==> src/rtl/byte_lsu_if.sv <==
// byte_lsu_if: core handshake plus byte-wide memory port for byte_lsu.
// ALIGN_CHECK_EN adds the ERR completion flag.
interface byte_lsu_if #(
  parameter int ADDR_WIDTH = 32
);
  logic                  START;
  logic                  LS;
  logic [1:0]            SIZE;
  logic                  SIGNED;
  logic [ADDR_WIDTH-1:0] ADDR;
  logic [31:0]           WD;
  logic [31:0]           RD;
  logic                  BUSY;
  logic                  DONE;
`ifdef ALIGN_CHECK_EN
  logic                  ERR;
`endif
  logic [ADDR_WIDTH-1:0] M_ADDR;
  logic                  M_WE;
  logic [7:0]            M_WD;
  logic [7:0]            M_RD;

  // LSU side
  modport slave (
    input  START, LS, SIZE, SIGNED, ADDR, WD, M_RD,
    output RD, BUSY, DONE, M_ADDR, M_WE, M_WD
`ifdef ALIGN_CHECK_EN
    , output ERR
`endif
  );

  // core + memory side
  modport master (
    output START, LS, SIZE, SIGNED, ADDR, WD, M_RD,
    input  RD, BUSY, DONE, M_ADDR, M_WE, M_WD
`ifdef ALIGN_CHECK_EN
    , input ERR
`endif
  );
endinterface

==> src/rtl/byte_lsu.sv <==
// byte_lsu: multicycle load/store initiator towards a byte-wide memory.
// Each access is split into 1/2/4 single-byte transfers, little-endian,
// one per cycle; loads are reassembled and zero/sign-extended.
// Optional feature macro: ALIGN_CHECK_EN (misaligned half/word -> ERR, no transfer).
module byte_lsu #(
  parameter int ADDR_WIDTH = 32,
  parameter int BYTE_SIZE  = 4
) (
  input logic        clk,
  input logic        reset,
  byte_lsu_if.slave  bus
);
  localparam int DW = BYTE_SIZE * 8;

  typedef enum logic [1:0] {S_IDLE, S_XFER, S_DONE} state_t;

  state_t                r_state, w_next;
  logic [1:0]            r_k;
  logic [1:0]            r_last;   // N-1: 0 byte, 1 half, 3 word
  logic                  r_ls;
  logic                  r_signed;
  logic [ADDR_WIDTH-1:0] r_addr;
  logic [ADDR_WIDTH-1:0] r_maddr;  // last driven memory address
  logic [DW-1:0]         r_wd;
  logic [DW-1:0]         r_buf;
  logic [31:0]           r_rd;
  logic [ADDR_WIDTH-1:0] w_xaddr;
  logic [DW-1:0]         w_buf;
  logic [31:0]           w_ext;
  logic                  w_accept;
  logic                  w_misalign;
`ifdef ALIGN_CHECK_EN
  logic                  r_err;
`endif

  assign w_accept = (r_state == S_IDLE) && bus.START;
  assign w_xaddr  = r_addr + ADDR_WIDTH'(r_k);   // wraps mod 2^ADDR_WIDTH
  assign bus.RD   = r_rd;

`ifdef ALIGN_CHECK_EN
  // reserved size 11 behaves as word, so SIZE[1] covers both
  assign w_misalign = ((bus.SIZE == 2'b01) && bus.ADDR[0]) ||
                      (bus.SIZE[1] && (bus.ADDR[1:0] != 2'b00));
`else
  assign w_misalign = 1'b0;
`endif

  // buffer with the byte arriving this cycle merged in, then extended by size
  always_comb begin
    w_buf = r_buf;
    w_buf[8*r_k +: 8] = bus.M_RD;
    case (r_last)
      2'd0:    w_ext = {{24{r_signed & w_buf[7]}},  w_buf[7:0]};
      2'd1:    w_ext = {{16{r_signed & w_buf[15]}}, w_buf[15:0]};
      default: w_ext = 32'(w_buf);
    endcase
  end

  // state register
  always_ff @(posedge clk) begin
    if (reset) r_state <= S_IDLE;
    else       r_state <= w_next;
  end

  // next state and memory/handshake outputs
  always_comb begin
    w_next     = r_state;
    bus.BUSY   = 1'b0;
    bus.DONE   = 1'b0;
    bus.M_WE   = 1'b0;
    bus.M_WD   = 8'h00;
    bus.M_ADDR = r_maddr;
`ifdef ALIGN_CHECK_EN
    bus.ERR    = 1'b0;
`endif
    case (r_state)
      S_IDLE: begin
        if (bus.START) w_next = w_misalign ? S_DONE : S_XFER;
      end
      S_XFER: begin
        bus.BUSY   = 1'b1;
        bus.M_ADDR = w_xaddr;
        bus.M_WE   = r_ls;
        if (r_ls) bus.M_WD = r_wd[8*r_k +: 8];
        if (r_k == r_last) w_next = S_DONE;
      end
      S_DONE: begin
        bus.BUSY = 1'b1;
        bus.DONE = 1'b1;
`ifdef ALIGN_CHECK_EN
        bus.ERR  = r_err;
`endif
        w_next   = S_IDLE;
      end
      default: w_next = S_IDLE;
    endcase
  end

  // request latch, byte counter, load buffer and result register
  always_ff @(posedge clk) begin
    if (reset) begin
      r_k      <= '0;
      r_last   <= '0;
      r_ls     <= 1'b0;
      r_signed <= 1'b0;
      r_addr   <= '0;
      r_maddr  <= '0;
      r_wd     <= '0;
      r_buf    <= '0;
      r_rd     <= '0;
`ifdef ALIGN_CHECK_EN
      r_err    <= 1'b0;
`endif
    end else begin
      if (w_accept) begin
        r_k      <= '0;
        r_ls     <= bus.LS;
        r_signed <= bus.SIGNED;
        r_addr   <= bus.ADDR;
        r_wd     <= DW'(bus.WD);
        case (bus.SIZE)
          2'b00:   r_last <= 2'd0;
          2'b01:   r_last <= 2'd1;
          default: r_last <= 2'd3;
        endcase
`ifdef ALIGN_CHECK_EN
        r_err    <= w_misalign;
`endif
      end
      if (r_state == S_XFER) begin
        r_k     <= r_k + 2'd1;
        r_maddr <= w_xaddr;
        if (!r_ls) begin
          r_buf <= w_buf;
          // result is registered on the last byte so it is valid in DONE
          if (r_k == r_last) r_rd <= w_ext;
        end
      end
    end
  end
endmodule

==> src/flat_wrapper.sv <==
// flat-port wrapper written by rule: the top's interface ports become plain ports
module byte_lsu_flat 
#(
  parameter int ADDR_WIDTH = 32,
  parameter int BYTE_SIZE  = 4
)
  (clk, reset, bus_START, bus_LS, bus_SIZE, bus_SIGNED, bus_ADDR, bus_WD, bus_M_RD, bus_RD, bus_BUSY, bus_DONE, bus_M_ADDR, bus_M_WE, bus_M_WD);
  byte_lsu_if #(.ADDR_WIDTH(ADDR_WIDTH)) bus_i ();
  input logic clk;
  input logic reset;
  input wire logic [$bits(bus_i.START)-1:0] bus_START;
  input wire logic [$bits(bus_i.LS)-1:0] bus_LS;
  input wire logic [$bits(bus_i.SIZE)-1:0] bus_SIZE;
  input wire logic [$bits(bus_i.SIGNED)-1:0] bus_SIGNED;
  input wire logic [$bits(bus_i.ADDR)-1:0] bus_ADDR;
  input wire logic [$bits(bus_i.WD)-1:0] bus_WD;
  input wire logic [$bits(bus_i.M_RD)-1:0] bus_M_RD;
  output wire logic [$bits(bus_i.RD)-1:0] bus_RD;
  output wire logic [$bits(bus_i.BUSY)-1:0] bus_BUSY;
  output wire logic [$bits(bus_i.DONE)-1:0] bus_DONE;
  output wire logic [$bits(bus_i.M_ADDR)-1:0] bus_M_ADDR;
  output wire logic [$bits(bus_i.M_WE)-1:0] bus_M_WE;
  output wire logic [$bits(bus_i.M_WD)-1:0] bus_M_WD;
  assign bus_i.START = bus_START;
  assign bus_i.LS = bus_LS;
  assign bus_i.SIZE = bus_SIZE;
  assign bus_i.SIGNED = bus_SIGNED;
  assign bus_i.ADDR = bus_ADDR;
  assign bus_i.WD = bus_WD;
  assign bus_i.M_RD = bus_M_RD;
  assign bus_RD = bus_i.RD;
  assign bus_BUSY = bus_i.BUSY;
  assign bus_DONE = bus_i.DONE;
  assign bus_M_ADDR = bus_i.M_ADDR;
  assign bus_M_WE = bus_i.M_WE;
  assign bus_M_WD = bus_i.M_WD;
  byte_lsu #(.ADDR_WIDTH(ADDR_WIDTH), .BYTE_SIZE(BYTE_SIZE)) u_core (.clk(clk), .reset(reset), .bus(bus_i));
endmodule
==> config.mk <==
export PLATFORM = sky130hd
export DESIGN_NAME = byte_lsu_flat
export DESIGN_NICKNAME = d
export VERILOG_FILES = /design/src/rtl/byte_lsu_if.sv /design/src/rtl/byte_lsu.sv /design/src/flat_wrapper.sv
export SDC_FILE = /design/constraint.sdc
export NUM_CORES = 1
export LEC_CHECK = 0
export CAP_MARGIN = 20
export CORE_ASPECT_RATIO = 0.6
export CORE_MARGIN = 2
export CORE_UTILIZATION = 52
export CTS_CLUSTER_SIZE = 20
export DETAILED_ROUTE_END_ITERATION = 10
export PLACE_DENSITY_LB_ADDON = 0.1
export SYNTH_ARGS = -nofsm -noshare
export SYNTH_HDL_FRONTEND = slang
export SYNTH_SLANG_ARGS = --single-unit
==> constraint.sdc <==
create_clock -name clk -period 3.6 [get_ports clk]
set_input_delay 0.36 -clock clk [delete_from_list [all_inputs] [get_ports clk]]
set_output_delay 0.36 -clock clk [all_outputs]
set_load 0.03 [all_outputs]
==> impl_results.md <==
- Global-route wire length before repair: approximately 36 mm
- Number of synthesized flops with an enable pin: 0
- Max H-tree Level: 4
- Min cycle time layout: 3.49 ns
- CP endpoint: bus_M_ADDR[13]
- Setup Skew: between 0.009 and 0.01 ns
- DR DRC count: 0
- WS Path Type: reg -> out
- Nets: approximately 1,200
- Average cell area after synthesis: 8.13 sq um
- Reg2Reg Setup Slack: ~0.94 ns
- Peak supply drop: 0.720 mV
- Maximum root-to-sink buffer count: 2
- Skew-Pair Late Insertion Delay: 0.43 ns
- Warnings, synthesis: 0
- IO Count: 154
- DIE WIDTH: 163 um
- All-layer global routing usage: ~28%
- Yosys reg bits: 168
- Fraction of layout cells with a size suffix above 1: 9.38%
- Reg clk slew, reported paths: 0.07 ns
- Pleak: 3.70 nW
- Initial antenna violation count: 1
- CTS root buf: clkbuf_16
- Final Max Tran Viols: 0
- Largest net degree at the start of global routing: 111
- Vias: 7,446
- RSZ-0062 raised after global routing: false
- Status: finished clean
- WL/cell: between 15 and 20 um
- Max_cap viols: 0
- Core area: 14,600 sq um
- Worst setup SP type: flip-flop
- Mapped cell area: 7860 sq um
- Post-synth net total: 1,058
- Pwr Density: about 800 nW/um^2
- RR Endpoint: u_core.bus.RD[28]$_SDFFE_PP0P_
- Critical path capture point type: output pin
- Commonest non-fill, non-tap cell in the layout: dfxtp_1
- Crit path max fanout: 13
- TritonCTS clock tree: built
- DRT Pass-1 Iters: 6
- Reg-to-reg critical path startpoint: u_core.r_k[0]$_SDFFE_PP0P_
- Synth Instances: between 900 and 1,000
- Vias per Instance: 5.75
- Die area: roughly 16,000 sq um
- Worst-case reg-to-reg path depth: 7
- Worst Path Required: 3.24 ns
- Worst Tran Pin Value: 0.745 ns
- Relative slew slack: 50.2%
- Period utilization: 96.9%
- Dpl cells: 1,260
- Arrival @ worst endpoint: 3.13 ns
- Fin. Hold Viols: 0
- # port buffers: ~150
- Hold Path Class: reg -> reg
- Hold path cells: 2
- Drt first-iter violations: 798
- Setup TNS: 0 ns
- Final Non-Filler Cells: between 1,000 and 1,500
- Congestion Overflow GR: 0
- N_diodes: 0
- DRT antenna net count: 0
- FFs w/ async S/R, synth: 0%
- Sequential area share after synthesis: a little over two fifths
- Gpl congestion: 0.918
- Most frequent cells in the layout: 168 x dfxtp_1, 163 x nand2_1, 134 x clkdlybuf4s50_1, 100 x a21oi_1, 98 x nor2_1
- Area growth syn-to-layout: 29.9%
- CP Launch Point: u_core.r_k[1]$_SDFFE_PP0P_
- Synth cell types: 59
- TritonCTS Buffers: 17
- Overall power: 8.16 mW
- Fmax: approximately 290 MHz
- Top_reg_cell synth: dfxtp_1
- Hpwl dp: roughly 15 mm
- DRT Wirelength: 22.0 mm
- Starting Density: 53.7%
- Clock tree sinks: 168
- Via count of the first global-routing pass: about 7,000
- Setup-failing EPs final: 0
- # rows: 34
- Die Y: around 99 um
[state kept, by name, indices dropped and copies added, names as in the netlist]
signal / flops
u_core.r_state: 2
u_core.r_buf: 32
u_core.r_wd: 32
u_core.r_maddr: 32
u_core.r_addr: 32
u_core.bus.RD: 32
u_core.r_k: 2
u_core.r_last: 2
u_core.r_ls: 1
u_core.r_signed: 1
[cell usage after synthesis (all sizes together), types with 2 or more instances]
library cell  number  area [sq um]
a211oi            60           450
a21o               2          15.0
a21oi            100           500
a22oi             11          82.6
a2bb2oi            3          26.3
a311oi             6          52.6
a31oi             18           113
a32oi              6          52.6
a41o               3          30.0
and2              18           113
and3              15          93.8
and4               6          53.8
buf               16          71.3
clkbuf            59           221
dfxtp            168          3360
ha                11           138
inv               11          41.3
mux2               5          56.3
mux2i              4          40.0
mux4               8           180
nand2            164           616
nand2b             5          31.3
nand3             15          75.1
nand3b             3          22.5
nand4             12          81.3
nand4b             3          26.3
nor2              98           368
nor2b             38           238
nor3              11          55.1
nor4              11          75.1
nor4b              2          17.5
o211ai             3          22.5
o21ai             19          95.1
o31ai              4          30.0
or2                7          43.8
or3                3          18.8
or4               13           109
xnor2              9          78.8
xor2               5          43.8
[critical path: stages (launching register included)]
cell	delay [ns]
dfxtp_1	0.31
buf_4	0.20
ha_1	0.32
a21o_1	0.16
and4_1	0.54
mux2_2	0.41
nand2_1	0.09
clkdlybuf4s50_1	0.67
[power breakdown]
part / switching, mW / internal (mW)
clock: 0.816 / 1.05
sequential: 0.294 / 2.32
combinational: 2.24 / 1.44
total: 3.35 / 4.81
[metal layers]
metal  global-route usage [%]  part of all wire, %  up-vias
met5                        0                0.055        -
met4                     6.26                 0.73        2
met3                     7.13                  9.2       21
met2                     38.3                   40      304
met1                     43.1                   50     3443
li1                         -                    -     3676
[how the worst min path moves through the flow]
stage	startpoint	to
final	u_core.r_wd[22]$_SDFFE_PP0P_	u_core.r_wd[22]$_SDFFE_PP0P_
after global routing	u_core.r_wd[25]$_SDFFE_PP0P_	u_core.r_wd[25]$_SDFFE_PP0P_
after CTS	reset	u_core.r_addr[28]$_SDFFE_PP0P_
after detailed placement	u_core.r_wd[20]$_SDFFE_PP0P_	u_core.r_wd[20]$_SDFFE_PP0P_
after global placement	u_core.r_wd[18]$_SDFFE_PP0P_	u_core.r_wd[18]$_SDFFE_PP0P_
after floorplan	u_core.r_wd[16]$_SDFFE_PP0P_	u_core.r_wd[16]$_SDFFE_PP0P_
[cells by family after synthesis]
family | Yosys count | share of synthesized area, %
adder cells (fa/ha/maj) | 12 | 2.00
AND/OR/NAND/NOR | 427 | 26.3
XOR/XNOR | 14 | 1.56
flip-flops | 168 | 42.8
AO/OA/AOI/OAI | 243 | 19.6
multiplexers | 17 | 3.52
buffers and inverters | 86 | 4.25
[area by class of cell]
class,count,area (sq um)
Timing Repair Buffer,174,1760
Multi-Input combinational cell,713,4210
Clock inverter,13,163
Clock buffer,19,433
Sequential cell,168,3360
Inverter,11,41.3
Fill cell,1231,4420
Tap cell,198,248
[what timing repair did]
item | CTS | global route
hold buffers | 0 | 0
endpoints found under the setup margin | 4 | 8
pin swaps | 0 | 1
setup buffers | 2 | 2
endpoints found under the hold margin | 0 | 0
gates resized for setup | 2 | 7
[stage by stage]
| stage | worst slack, ns | utilization (%) | area (sq um) | hold slack (ns) |
|---|---|---|---|---|
| 2_1_floorplan | 0.0311 | - | 7860 | 0.433 |
| 3_3_place_gp | 0.299 | 65.2 | 9550 | 0.440 |
| 3_5_place_dp | 0.173 | 65.2 | 9550 | 0.445 |
| 4_1_cts | 0.0341 | 69.5 | 10200 | 0.446 |
| 5_1_grt | 0.0147 | 69.8 | 10200 | 0.472 |
| 6_report | 0.111 | 69.8 | 10200 | 0.454 |
(Power assumes the default switching activity.)
